<file path="src/rtl/bus_pkg.sv">
// ----------------------------------------------------------------------------
// bus_pkg
//   Shared definitions for the registered source-select bus controller:
//   source codes, controller state encoding and the default slow-source mask.
// ----------------------------------------------------------------------------
package bus_pkg;

    // Source codes presented on sel. Code k reads src_data slot k-1.
    localparam int SRC_NONE = 0;
    localparam int SRC_AR   = 1;
    localparam int SRC_AC   = 2;
    localparam int SRC_PC   = 3;
    localparam int SRC_DR   = 4;
    localparam int SRC_R    = 5;
    localparam int SRC_IRAM = 6;
    localparam int SRC_DRAM = 7;
    localparam int SRC_IR   = 8;

    typedef enum logic [0:0] {
        ST_IDLE = 1'b0,
        ST_WAIT = 1'b1
    } state_t;

    // Bit k-1 set marks source code k as memory-backed (IRAM and DRAM).
    localparam logic [7:0] DEFAULT_MEM_MASK = 8'b0110_0000;

endpackage : bus_pkg

</file>
<file path="src/rtl/bus_wait_ctr.sv">
// ----------------------------------------------------------------------------
// bus_wait_ctr
//   Loadable down-counter that times the wait states of a slow transfer.
//   It stops at zero and reports zero through a flag.
//
// Ports
//   clk    in   rising-edge clock
//   rst_n  in   asynchronous active-low reset (count -> 0)
//   load   in   load value into the count (takes priority over en)
//   value  in   W  load value
//   en     in   decrement by one while the count is non-zero
//   zero   out  count is zero
// ----------------------------------------------------------------------------
module bus_wait_ctr
    import bus_pkg::*;
#(
    parameter int W = 2
) (
    input  logic         clk,
    input  logic         rst_n,
    input  logic         load,
    input  logic [W-1:0] value,
    input  logic         en,
    output logic         zero
);

    logic [W-1:0] cnt;

    // NOTE: state is updated with non-blocking assignments so every flop
    // samples its inputs as they were just before the clock edge.
    always_ff @(posedge clk or negedge rst_n) begin
        if (!rst_n) begin
            cnt <= '0;
        end else if (load) begin
            cnt <= value;
        end else if (en && (cnt != '0)) begin
            cnt <= cnt - W'(1);
        end
    end

    assign zero = (cnt == '0);

endmodule : bus_wait_ctr

</file>
<file path="src/rtl/bus_xfer_ctrl.sv">
// ----------------------------------------------------------------------------
// bus_xfer_ctrl
//   Registered source-select bus. A select code accepted through the
//   sel_valid/sel_ready handshake routes one of N_SRC sources onto data_out.
//   Memory-backed sources (MEM_MASK) take MEM_LAT extra cycles, during which
//   the block is busy and refuses new selects; the slow source is sampled at
//   the end of the wait, not at accept. Every accepted select also latches the
//   AR source onto addr. Codes above N_SRC return zero and pulse err.
//
//   SEL_W must satisfy 2**SEL_W > N_SRC.
//
// Optional feature (macro BUS_PARITY_EN)
//   When defined, adds output data_par: even parity (XOR-reduce) of each value
//   written to data_out, registered on the same edge, reset to 0.
//
// Ports
//   clk         in   rising-edge clock
//   rst_n       in   asynchronous active-low reset; aborts any transfer
//   src_data    in   N_SRC*DATA_W  source code k at [(k-1)*DATA_W +: DATA_W]
//   sel         in   SEL_W  source code, 0 = none (bus reads zero)
//   sel_valid   in   select request
//   sel_ready   out  block can accept a select (idle)
//   data_out    out  DATA_W  registered bus data
//   data_valid  out  one-cycle pulse: data_out updated
//   addr        out  DATA_W  registered address (AR source)
//   busy        out  wait-state transfer in progress
//   err         out  one-cycle pulse with data_valid for an illegal code
//   data_par    out  parity of data_out (BUS_PARITY_EN only)
// ----------------------------------------------------------------------------
module bus_xfer_ctrl
    import bus_pkg::*;
#(
    parameter int               DATA_W   = 16,
    parameter int               N_SRC    = 8,
    parameter int               SEL_W    = 4,
    parameter logic [N_SRC-1:0] MEM_MASK = N_SRC'(DEFAULT_MEM_MASK),
    parameter int               MEM_LAT  = 2,
    parameter int               AR_IDX   = SRC_AR
) (
    input  logic                    clk,
    input  logic                    rst_n,
    input  logic [N_SRC*DATA_W-1:0] src_data,
    input  logic [SEL_W-1:0]        sel,
    input  logic                    sel_valid,
    output logic                    sel_ready,
    output logic [DATA_W-1:0]       data_out,
    output logic                    data_valid,
    output logic [DATA_W-1:0]       addr,
    output logic                    busy,
    output logic                    err
`ifdef BUS_PARITY_EN
    ,
    output logic                    data_par
`endif
);

    // The counter needs at least one bit even when no wait states exist.
    localparam int               CTR_W    = (MEM_LAT > 0) ? $clog2(MEM_LAT + 1) : 1;
    localparam logic [CTR_W-1:0] CTR_INIT = (MEM_LAT > 0) ? CTR_W'(MEM_LAT - 1) : '0;
    localparam logic [SEL_W-1:0] MAX_CODE = SEL_W'(N_SRC);

    // Source read by code. Only legal codes select a slot, so no out-of-range
    // slice is ever formed; code 0 and illegal codes read zero.
    function automatic logic [DATA_W-1:0] src_pick(
        input logic [N_SRC*DATA_W-1:0] bus,
        input logic [SEL_W-1:0]        code
    );
        logic [DATA_W-1:0] v;
        v = '0;
        for (int k = 1; k <= N_SRC; k++) begin
            if (code == SEL_W'(k)) v = bus[(k-1)*DATA_W +: DATA_W];
        end
        return v;
    endfunction

    function automatic logic is_slow(input logic [SEL_W-1:0] code);
        logic s;
        s = 1'b0;
        for (int k = 1; k <= N_SRC; k++) begin
            if (code == SEL_W'(k)) s = MEM_MASK[k-1];
        end
        return s;
    endfunction

    state_t            state, state_d;
    logic [SEL_W-1:0]  code_q;
    logic              ctr_load, ctr_en, ctr_zero;
    logic              addr_we, code_we, data_we, err_d;
    logic [DATA_W-1:0] data_d;

    bus_wait_ctr #(
        .W (CTR_W)
    ) u_wait_ctr (
        .clk   (clk),
        .rst_n (rst_n),
        .load  (ctr_load),
        .value (CTR_INIT),
        .en    (ctr_en),
        .zero  (ctr_zero)
    );

    // Handshake flags follow directly from the registered state.
    assign sel_ready = (state == ST_IDLE);
    assign busy      = (state == ST_WAIT);

    always_ff @(posedge clk or negedge rst_n) begin
        if (!rst_n) state <= ST_IDLE;
        else        state <= state_d;
    end

    // NOTE: every signal gets a default before the case statement, so no
    // path leaves one unassigned and no latch is inferred.
    always_comb begin
        state_d  = state;
        ctr_load = 1'b0;
        ctr_en   = 1'b0;
        addr_we  = 1'b0;
        code_we  = 1'b0;
        data_we  = 1'b0;
        data_d   = '0;
        err_d    = 1'b0;
        case (state)
            ST_IDLE: begin
                if (sel_valid) begin
                    addr_we = 1'b1;
                    if (is_slow(sel) && (MEM_LAT > 0)) begin
                        ctr_load = 1'b1;
                        code_we  = 1'b1;
                        state_d  = ST_WAIT;
                    end else begin
                        data_we = 1'b1;
                        data_d  = src_pick(src_data, sel);
                        err_d   = (sel > MAX_CODE);
                    end
                end
            end
            ST_WAIT: begin
                if (ctr_zero) begin
                    // Memory source is sampled now, at the end of the wait.
                    data_we = 1'b1;
                    data_d  = src_pick(src_data, code_q);
                    state_d = ST_IDLE;
                end else begin
                    ctr_en = 1'b1;
                end
            end
            default: state_d = ST_IDLE;
        endcase
    end

    // NOTE: the latched code and bus registers are reset as well, so an
    // aborted transfer leaves nothing stale behind for the next one.
    always_ff @(posedge clk or negedge rst_n) begin
        if (!rst_n) begin
            code_q     <= '0;
            data_out   <= '0;
            addr       <= '0;
            data_valid <= 1'b0;
            err        <= 1'b0;
        end else begin
            data_valid <= data_we;
            err        <= err_d;
            if (code_we) code_q   <= sel;
            if (data_we) data_out <= data_d;
            if (addr_we) addr     <= src_data[(AR_IDX-1)*DATA_W +: DATA_W];
        end
    end

`ifdef BUS_PARITY_EN
    always_ff @(posedge clk or negedge rst_n) begin
        if (!rst_n)       data_par <= 1'b0;
        else if (data_we) data_par <= ^data_d;
    end
`endif

endmodule : bus_xfer_ctrl

</file>
<file path="config.mk">
export PLATFORM = sky130hd
export DESIGN_NAME = bus_xfer_ctrl
export DESIGN_NICKNAME = d
export VERILOG_FILES = /design/src/rtl/bus_pkg.sv /design/src/rtl/bus_wait_ctr.sv /design/src/rtl/bus_xfer_ctrl.sv
export SDC_FILE = /design/constraint.sdc
export NUM_CORES = 1
export LEC_CHECK = 0
export ABC_AREA = 1
export BUFFER_PORTS_ARGS = -buffer_cell sky130_fd_sc_hd__buf_2
export CAP_MARGIN = 20
export CORE_MARGIN = 5
export CORE_UTILIZATION = 51
export CTS_CLUSTER_DIAMETER = 80
export DETAILED_ROUTE_END_ITERATION = 8
export GPL_TIMING_DRIVEN = 0
export PLACE_DENSITY_LB_ADDON = 0.12
export SLEW_MARGIN = 30
export SYNTH_ARGS = -nofsm -noshare
export SYNTH_HDL_FRONTEND = slang
export SYNTH_SLANG_ARGS = --single-unit
</file>
<file path="constraint.sdc">
create_clock -name clk -period 1.6 [get_ports clk]
set_input_delay 0.08 -clock clk [delete_from_list [all_inputs] [get_ports clk]]
set_output_delay 0.08 -clock clk [all_outputs]
set_load 0.02 [all_outputs]
</file>
==> impl_metrics.yaml <==
sta:
  rsz0062_at_grt: "yes"
  whs_ns: 0.00886
  tightest_slew_ns: 0.547
  finalCriticalPeriod_ns: 1.58
  max_freq_ghz: 0.631
  timing.setup.tns_ns: 0
  finalSetupViolCount: 0
  clock_skew_ns: 0.00774
  drv_slew: 0
  layout_worst_path_cycle_share_pct: 99.0
  slew_headroom_pct: 63.5
  hold_violations: 0
run:
  maxCapViolCount: 0
floorplan:
  std_cell_rows: 34
  die_h_um: 104
  start_util_pct: 51.9
  die_area_um2: 10800
  core_area_um2: 8640
  ioPinCount: 171
  die_x_um: 104
synth:
  ys_seq_area_share_pct: 22.9
  yosysWarnings: 0
  synth_area_um2: 4480
  synth_edf_count: 0
  postSynthAreaPerCell_um2: 5.31
  dominantRegCellSynth: "dfrtp_1"
  syn_nets: 980
  synthArstFlopShare_pct: 100
  syn_inst: 844
  yosysUniqueCellTypes: 24
  ys_ff_latch: 41
setup_path:
  rr_startpoint: "code_q[2]"
  crit_required_ns: 1.84
  path_class: "reg -> reg"
  critical-path-top-delay-family: "simple AND/OR/NAND/NOR gates"
  rrSetupSlack_ns: 0.02
  worst-r2r-cell-count: 12
  cp_max_fo: 5
  slowest_stage: "dfrtp_1"
  worst-path-stages: 12
  crit_path_end: "data_out[2]"
  critPathMostFrequentCell: "nand2_1"
  end_kind: "register"
  cp-start-kind: "register"
  critPathArrivalTime_ns: 1.82
  reg2reg_to: "data_out[2]"
  slowest_delay_ns: 0.44
  startpoint: "code_q[2]"
  critPathBufInv: 4
  path_cells: "inv_2, nor2_4, buf_6, buf_6, nand3_2, nand2_1, inv_1, nand3_1, nand2_1, nand2_1, nand2_1, nand3_1"
cells_and_area:
  drive_gt1_share_pct: 26.5
  final-seq-area_um2: 1030
  multi_input_area_um2: 2820
  fin_nets: 1177
  fin_cells: 1151
  area_delta_synth_final_pct: 32.7
  final_area_um2: 5950
  fillCellCount: 882
cts:
  htree_num_levels: 2
  cts_inserted_buffers: 5
  cts_tree: "built"
  clock-sinks: 41
  cts_root_buffer: "clkbuf_8"
  cts.path.max_buffers: 2
  clk_latency_ns: 0.31
  clk_pin_slew_ns: 0.09
power_and_ir_drop:
  power_mw: 5.18
  leakage_nw: 3.65
  ir_drop_mv: 0.550
  powerDensity_nw_per_um2: 870
global_routing:
  grtUsageTotal_pct: 28.9
  antenna_found_initial: 2
  grt_pass1_wl_mm: 26.1
  grt_pass1_vias: 5485
  grt-ovfl-total: 0
  grt_max_degree: 42
hold_path:
  holdCritPathClass: "in -> reg"
  hold_start: "src_data[5]"
route:
  route.detailed.drc: 0
  routed_via_density: 5.30
  drt-pass1-iter-count: 7
  drt_iter0_drc: 617
  drt-total-wl_mm: 16.7
  num_vias: 6100
  ant_nets: 0
  wl_per_cell_um: 14.5
placed_design:
  post_dp_cell_area_um2: 5470
  gp_congestion: 0.983
  dp_hpwl_mm: 12.8
  portBuffers: 170
  dp.cells: 1122
outcome:
  outcome: "finished clean"
## how the worst min path moves through the flow
| stage | to | cells past startpoint | slack, ns |
|---|---|---|---|
| global placement | addr[7] | 1 | 0.28 |
| detailed placement | addr[7] | 1 | 0.28 |
| CTS | addr[5] | 3 | 0.01 |
| floorplan | addr[0] | 0 | -0.22 |
| global route | addr[14] | 3 | 0.001 |
| finish | addr[5] | 3 | 0.009 |
## sequential cells by signal, indices dropped and copies added, names as in the netlist
signal          flops
data_out           16
addr               16
err                 1
busy                1
data_valid          1
u_wait_ctr.cnt      2
code_q              4
## cell usage after synthesis, types with 2 or more instances
library cell | n | area (um^2)
nor2_2 | 3 | 18.8
a21oi_1 | 2 | 10.0
nor3_2 | 2 | 20.0
nand2_1 | 297 | 1110
nor2_1 | 70 | 263
inv_1 | 136 | 510
nand3b_1 | 17 | 128
o21ai_1 | 5 | 25.0
dfrtp_1 | 41 | 1030
nand2_2 | 5 | 31.3
nor2_4 | 4 | 45.0
o21ai_0 | 45 | 225
nand4_1 | 2 | 12.5
buf_2 | 23 | 115
nand3_1 | 160 | 801
clkbuf_1 | 15 | 56.3
inv_2 | 10 | 37.5
## logic make-up after synthesis
group / after synthesis / synth area share [%]
fa+ha+maj: 1 / 0.279
compound gates: 52 / 5.80
buf+inv: 187 / 16.4
flops: 41 / 22.9
simple gates: 563 / 54.7
## where the power goes
| group | total, mW | internal, mW | leakage [nW] | switching (mW) |
|---|---|---|---|---|
| sequential | 1.50 | 1.33 | 0.504 | 0.164 |
| clock | 0.920 | 0.508 | 0.0574 | 0.412 |
| combinational | 2.76 | 1.02 | 3.09 | 1.74 |
## layout make-up
type                       instances  area share (%)
sequential                        41            17.3
timing repair buffer             192            17.5
clock inverter                     2           0.631
buffer                            38            4.06
multi-input combinational        616            47.4
clock buffer                       6            1.39
antenna                            1          0.0421
inverter                         147            9.40
tap                              108            2.27
## cells in the final DEF, fill, tap and decap left out, types with 2 or more instances in the layout
| cell | synthesis | layout |
|---|---|---|
| nand3b_1 | 17 | 17 |
| nand4_1 | 2 | 2 |
| buf_4 | 1 | 24 |
| nand3_1 | 160 | 154 |
| dfrtp_1 | 41 | 38 |
| inv_1 | 136 | 132 |
| o21ai_0 | 45 | 40 |
| nand2_1 | 297 | 292 |
| nor2_4 | 4 | 6 |
| buf_6 | 0 | 12 |
| inv_2 | 10 | 13 |
| clkbuf_1 | 15 | 8 |
| a21oi_1 | 2 | 2 |
| nor2_2 | 3 | 4 |
| dfrtp_2 | 0 | 3 |
| nand3_2 | 0 | 6 |
| nand2_4 | 0 | 5 |
| clkbuf_4 | 0 | 2 |
| nor2_1 | 70 | 67 |
| nand2_2 | 5 | 5 |
| clkbuf_8 | 0 | 6 |
| buf_2 | 23 | 182 |
| o21ai_1 | 5 | 10 |
## per-stage QoR
step | setup slack [ns] | util, %
after global routing | -0.106 | 68.9
after CTS | 0.00364 | 66.0
after global placement | -0.195 | 63.3
after floorplan | 0.0160 | -
final | 0.0156 | 68.9
after detailed placement | -0.221 | 63.3
## tightest hold or removal path: cells and delay by family
family / cells / cell delay (ns)
and+or+nand+nor: 2 / 0.09
buffers and inverters: 1 / 0.10
## metal layers
| metal | GRT usage (%) | wire length [um] | vias to the layer above |
|---|---|---|---|
| li1 | - | - | 2993 |
| met3 | 4.98 | 1690 | 46 |
| met5 | 0 | 7 | - |
| met2 | 46.4 | 7660 | 364 |
| met1 | 39.6 | 6870 | 2695 |
| met4 | 8.60 | 510 | 2 |
## timing repair
item	in CTS	in global routing
gates cloned	0	2
endpoints found under the hold margin	41	0
setup endpoints to repair	16	17
resized for setup	22	69
hold buffers	1	0
pin swaps	2	17
buffers inserted	6	13
(Power assumes the default switching activity.)
